==> config.mk <==
export PLATFORM = sky130hd
export DESIGN_NAME = output_writer
export DESIGN_NICKNAME = d
export VERILOG_FILES = /design/src/rtl/output_writer.sv
export SDC_FILE = /design/constraint.sdc
export NUM_CORES = 1
export LEC_CHECK = 0
export ABC_AREA = 1
export CAP_MARGIN = 20
export CORE_ASPECT_RATIO = 0.6
export CORE_MARGIN = 4
export CORE_UTILIZATION = 51
export CTS_CLUSTER_SIZE = 16
export DETAILED_ROUTE_END_ITERATION = 6
export PLACE_DENSITY_LB_ADDON = 0.1
export SLEW_MARGIN = 20
export SYNTH_ARGS = -nofsm -noshare
export SYNTH_HDL_FRONTEND = slang
export SYNTH_SLANG_ARGS = --single-unit
export TNS_END_PERCENT = 5
==> constraint.sdc <==
create_clock -name clk -period 8.5 [get_ports clk]
set_input_delay 1.7 -clock clk [delete_from_list [all_inputs] [get_ports clk]]
set_output_delay 1.7 -clock clk [all_outputs]
set_load 0.02 [all_outputs]
==> src/rtl/output_writer.sv <==
// Output writer: buffers packed words from the packer and streams them to consecutive SRAM addresses.
// Optional macro OUTPUT_WRITER_STALL_CNT_EN adds a stall_cycles counter of cycles spent waiting on mem_gnt.
module output_writer #(
  parameter int MEM_BW     = 128,
  parameter int ADDR_WIDTH = 16,
  parameter int CNT_WIDTH  = 16,
  parameter int FIFO_DEPTH = 4
) (
  input  logic                  clk,
  input  logic                  arst,
  input  logic                  start,
  input  logic [ADDR_WIDTH-1:0] base_addr,
  input  logic [CNT_WIDTH-1:0]  num_words,
  input  logic [MEM_BW-1:0]     in_data,
  input  logic                  in_valid,
  output logic                  in_ready,
  output logic                  mem_we,
  output logic [ADDR_WIDTH-1:0] mem_addr,
  output logic [MEM_BW-1:0]     mem_wdata,
  input  logic                  mem_gnt,
  output logic                  busy,
  output logic                  done
`ifdef OUTPUT_WRITER_STALL_CNT_EN
  ,
  output logic [31:0]           stall_cycles
`endif
);

  localparam int PTR_W = $clog2(FIFO_DEPTH);

  localparam logic [CNT_WIDTH-1:0] CNT_ONE  = CNT_WIDTH'(1);
  localparam logic [PTR_W-1:0]     PTR_ONE  = PTR_W'(1);
  localparam logic [PTR_W:0]       OCC_ONE  = (PTR_W + 1)'(1);
  localparam logic [PTR_W:0]       OCC_FULL = (PTR_W + 1)'(FIFO_DEPTH);

  typedef enum logic [1:0] {
    S_IDLE = 2'd0,
    S_RUN  = 2'd1,
    S_DONE = 2'd2
  } state_t;

  state_t                 state_q, state_d;
  logic [ADDR_WIDTH-1:0]  base_q, base_d;
  logic [CNT_WIDTH-1:0]   num_q, num_d;
  logic [CNT_WIDTH-1:0]   acc_cnt_q, acc_cnt_d;
  logic [CNT_WIDTH-1:0]   wr_cnt_q, wr_cnt_d;
  logic [PTR_W-1:0]       wptr_q, wptr_d;
  logic [PTR_W-1:0]       rptr_q, rptr_d;
  logic [PTR_W:0]         occ_q, occ_d;

  logic [MEM_BW-1:0]      fifo_mem [FIFO_DEPTH];

  logic run;
  logic fifo_full;
  logic fifo_empty;
  logic push;
  logic pop;

  // All outputs decode registered state only, so no input reaches an output combinationally.
  assign run        = (state_q == S_RUN);
  assign fifo_full  = (occ_q == OCC_FULL);
  assign fifo_empty = (occ_q == '0);

  assign in_ready  = run && !fifo_full && (acc_cnt_q < num_q);
  assign mem_we    = run && !fifo_empty;
  assign mem_addr  = base_q + ADDR_WIDTH'(wr_cnt_q);
  assign mem_wdata = mem_we ? fifo_mem[rptr_q] : '0;
  assign busy      = run;
  assign done      = (state_q == S_DONE);

  assign push = in_valid && in_ready;
  assign pop  = mem_we && mem_gnt;

  always_comb begin
    state_d   = state_q;
    base_d    = base_q;
    num_d     = num_q;
    acc_cnt_d = acc_cnt_q;
    wr_cnt_d  = wr_cnt_q;

    case (state_q)
      S_IDLE: begin
        if (start) begin
          base_d    = base_addr;
          num_d     = num_words;
          acc_cnt_d = '0;
          wr_cnt_d  = '0;
          state_d   = (num_words == '0) ? S_DONE : S_RUN;
        end
      end
      S_RUN: begin
        if (push) begin
          acc_cnt_d = acc_cnt_q + CNT_ONE;
        end
        if (pop) begin
          wr_cnt_d = wr_cnt_q + CNT_ONE;
          if ((wr_cnt_q + CNT_ONE) == num_q) begin
            state_d = S_DONE;
          end
        end
      end
      S_DONE: begin
        state_d = S_IDLE;
      end
      default: begin
        state_d = S_IDLE;
      end
    endcase
  end

  // Pointers wrap naturally because the depth is a power of two.
  always_comb begin
    wptr_d = wptr_q;
    rptr_d = rptr_q;
    occ_d  = occ_q;
    if (push) begin
      wptr_d = wptr_q + PTR_ONE;
    end
    if (pop) begin
      rptr_d = rptr_q + PTR_ONE;
    end
    case ({push, pop})
      2'b10:   occ_d = occ_q + OCC_ONE;
      2'b01:   occ_d = occ_q - OCC_ONE;
      default: occ_d = occ_q;
    endcase
  end

  always_ff @(posedge clk) begin
    if (push) begin
      fifo_mem[wptr_q] <= in_data;
    end
  end

  always_ff @(posedge clk or posedge arst) begin
    if (arst) begin
      state_q   <= S_IDLE;
      base_q    <= '0;
      num_q     <= '0;
      acc_cnt_q <= '0;
      wr_cnt_q  <= '0;
      wptr_q    <= '0;
      rptr_q    <= '0;
      occ_q     <= '0;
    end else begin
      state_q   <= state_d;
      base_q    <= base_d;
      num_q     <= num_d;
      acc_cnt_q <= acc_cnt_d;
      wr_cnt_q  <= wr_cnt_d;
      wptr_q    <= wptr_d;
      rptr_q    <= rptr_d;
      occ_q     <= occ_d;
    end
  end

`ifdef OUTPUT_WRITER_STALL_CNT_EN
  logic [31:0] stall_q, stall_d;

  // Saturating count of cycles where a write request waits for its grant.
  always_comb begin
    stall_d = stall_q;
    if ((state_q == S_IDLE) && start) begin
      stall_d = '0;
    end else if (mem_we && !mem_gnt && (stall_q != '1)) begin
      stall_d = stall_q + 32'd1;
    end
  end

  always_ff @(posedge clk or posedge arst) begin
    if (arst) begin
      stall_q <= '0;
    end else begin
      stall_q <= stall_d;
    end
  end

  assign stall_cycles = stall_q;
`endif

endmodule

==> results.json <==
{
  "grt_pass1_wl_mm": 95.65,
  "p_comb_share_pct": 43.6,
  "cts_resized": 0,
  "synth-xor-area-share_pct": 1.366,
  "initial_core_util_pct": 51.66,
  "synth-seq-cells": 585,
  "ys_seq_area_share_pct": 69.57,
  "rsz0062_at_grt": "no",
  "drive_gt1_share_pct": 6.018,
  "drc": 0,
  "final_hold_viol_count": 0,
  "min-delay-start": "num_q[2]$_DFFE_PP0P_",
  "cap_violations": 0,
  "netSwitchingFraction_pct": 39.00,
  "nNetsFinal": 2638,
  "muxShareOfSynthArea_pct": 0.6831,
  "cts_inserted_buffers": 52,
  "cts.sinks": 585,
  "slew-limit-headroom_pct": 24.31,
  "power_mw": 10.99,
  "routed_via_density": 5.452,
  "p_seq_share_pct": 36.3,
  "drt_iter0_drc": 1348,
  "tns_ns": 0,
  "hp-class": "reg -> reg",
  "antenna_found_initial": 7,
  "synth_top_family_by_area": "simple AND/OR/NAND/NOR gates",
  "end_kind": "output port",
  "r2r-end": "fifo_mem[3][79]$_DFFE_PP_",
  "critPathMaxStageDelay_ns": 0.86,
  "crit_required_ns": 6.80,
  "worst_slew_pin_slew_ns": 1.135,
  "postCtsSetupRepairBufs": 0,
  "wl_per_cell_um": 20.19,
  "first_global_vias": 16586,
  "place_inst": 3019,
  "power_density_nw_per_um2": 366.0,
  "die_y_um": 178.6,
  "fin_cells": 3118,
  "die_area_um2": 52180,
  "h-tree-depth": 2,
  "yosysMostFrequentCell": "nor2_1",
  "design_area_um2": 30030,
  "rrSetupSlack_ns": 4.88,
  "dr.pass1.iters": 5,
  "synth_fp_nets": 2361,
  "place_area_um2": 28410,
  "fin_skew_ns": 0.01782,
  "clock_path_buffers": 3,
  "chipWidth_um": 292.3,
  "via_count": 16998,
  "reg2reg_from": "acc_cnt_q[13]$_DFFE_PP0P_",
  "row_count": 62,
  "finalSetupViolations": 0,
  "async_flop_share_pct": 12.48,
  "cp_data_arrival_time_ns": 3.91,
  "area_growth_pct": 21.44,
  "crit_fanout": 69,
  "globalplace.congestion": 0.8878,
  "final_antenna_net_count": 0,
  "p_sw_mw": 4.285,
  "overflow": 0,
  "drt_wl_total_mm": 62.97,
  "outcome": "completed",
  "synth.top_cell.area_share_pct": 62.18,
  "cts_hold_buf": 0,
  "fin_crit_sh_pct": 65.97,
  "crit_slowest_cell": "buf_4",
  "synth_ff_type": "edfxtp_1",
  "synth_area_um2": 24730,
  "hpwl_mm": 38.37,
  "synth-simple-area-share_pct": 13.26,
  "synthTopCellsByArea": "edfxtp_1 (62%), nor2_1 (8.6%), dfrtp_1 (7.4%)",
  "crit_path_start_kind": "register",
  "synth_compound_area_share_pct": 9.852,
  "core_um2": 47860,
  "ios": 313,
  "ys_warn_count": 0,
  "cts.reportedPaths.clkPinSlew_ns": 0.07,
  "cts_tree": "built",
  "reg2regPathDepth": 10,
  "fillers": 3741,
  "synth_cell_type_count": 45,
  "period_needed_ns": 5.607,
  "grt_start_max_net_pins": 249,
  "clock_latency_ns": 0.57,
  "synth_cells": 2157,
  "whs_path_depth": 2,
  "avgSynthCellArea_um2": 11.46,
  "power_frac_clock_pct": 20.2,
  "irDropWorstVdd_v": 0.0003528,
  "max_freq_mhz": 178.3,
  "synth-edff-count": 512,
  "path_cells": "inv_4 -> buf_4 -> nor2_1 -> o21ai_0 -> a21oi_1 -> clkdlybuf4s50_1",
  "cts-root-buf": "clkbuf_16",
  "drv_slew": 0,
  "hold_end": "num_q[2]$_DFFE_PP0P_",
  "synth_top_cell_by_area": "edfxtp_1",
  "yosys-top-cells-count": "nor2_1 (564), edfxtp_1 (512), o21ai_0 (284)",
  "path_class": "reg -> out",
  "io_buffers": 312,
  "cellLeakagePower_nw": 10.76,
  "p_int_mw": 6.704,
  "grt_usage_pct": 23.46,
  "synth-adder-area-share_pct": 2.034,
  "fin_util_pct": 62.73
}
[metrics by stage]
stage / hold WS (ns) / setup slack, ns
2_1_floorplan: 0.4746 / 0.5680
3_3_place_gp: 0.4973 / 3.555
3_5_place_dp: 0.5108 / 3.488
4_1_cts: 0.5253 / 2.870
5_1_grt: 0.5403 / 2.637
6_report: 0.5246 / 2.893
[flip-flops by register name, indices dropped and copies added (netlist names)]
register	flops
acc_cnt_q	16
state_q	2
wptr_q	2
wr_cnt_q	16
base_q	16
rptr_q	2
fifo_mem	512
num_q	16
occ_q	3
[worst max path at each step]
stage	start	to	slack, ns
final	rptr_q[1]$_DFFE_PP0P_	mem_wdata[25]	2.89
after global placement	rptr_q[1]$_DFFE_PP0P_	mem_wdata[17]	3.55
after CTS	rptr_q[1]$_DFFE_PP0P_	mem_wdata[28]	2.87
after floorplan	in_valid	fifo_mem[0][0]$_DFFE_PP_	0.57
after global routing	rptr_q[1]$_DFFE_PP0P_	mem_wdata[37]	2.64
after detailed placement	rptr_q[1]$_DFFE_PP0P_	mem_wdata[41]	3.49
[worst max-delay path, delay by kind of cell (launching register included)]
kind,cells,cell delay [ns]
simple gates,1,0.13
buf+inv,3,2.12
flops,1,0.75
compound gates,2,0.25
[logic make-up (layout without fill, tap and decap cells)]
group                    Yosys count  count (layout)
AO/OA/AOI/OAI                    477             477
buffers and inverters            195             514
XOR/XNOR                          37              37
AND/OR/NAND/NOR                  809             809
multiplexers                      15              15
flip-flops                       585             585
adder cells (fa/ha/maj)           39              39
other                              0               2
[routing by layer]
metal,track usage (%),wire length [µm],vias up
li1,-,-,8109
met1,33.43,28280,8284
met2,36.99,29020,494
met3,5.239,4172,101
met4,6.040,1418,10
met5,0,75,-
[layout by cell type, fill, tap and decap left out, drive strengths merged, types with 2 or more instances in the layout]
cell type        n
nand3           65
diode            2
nand4           14
clkbuf          63
nor2           574
inv             85
nor3            12
xor2            26
clkdlybuf4s50  312
nand2          138
o21ai          296
mux2            15
dfrtp           73
ha              37
a21oi          165
o22ai            7
clkinvlp         3
o31ai            3
fa               2
xnor2           10
nor4             3
o2111ai          2
edfxtp         512
clkinv          28
buf             22
[power groups by stage]
| stage | sequential (mW) | combinational, mW | clock, mW |
|---|---|---|---|
| after global routing | 4.03 | 5.21 | 2.39 |
| after CTS | 3.98 | 4.82 | 2.27 |
| final | 3.98 | 4.79 | 2.22 |
| after floorplan | 4.02 | 2.80 | 0 |
| after detailed placement | 4.04 | 4.79 | 0 |
| after global placement | 4.02 | 4.76 | 0 |
[area by class of cell]
cell class	instances	area (µm²)	share of cell area, %
multi-input cells	1377	6765	22.53
diodes	2	5.005	0.01667
repair buffers	334	3337	11.11
well taps	640	800.8	2.667
inverters	84	325.3	1.083
clock buffers	63	1384	4.609
flip-flops and latches	585	17210	57.31
clock inverters	33	200.2	0.6667
Power figures use the tool's default switching activity.
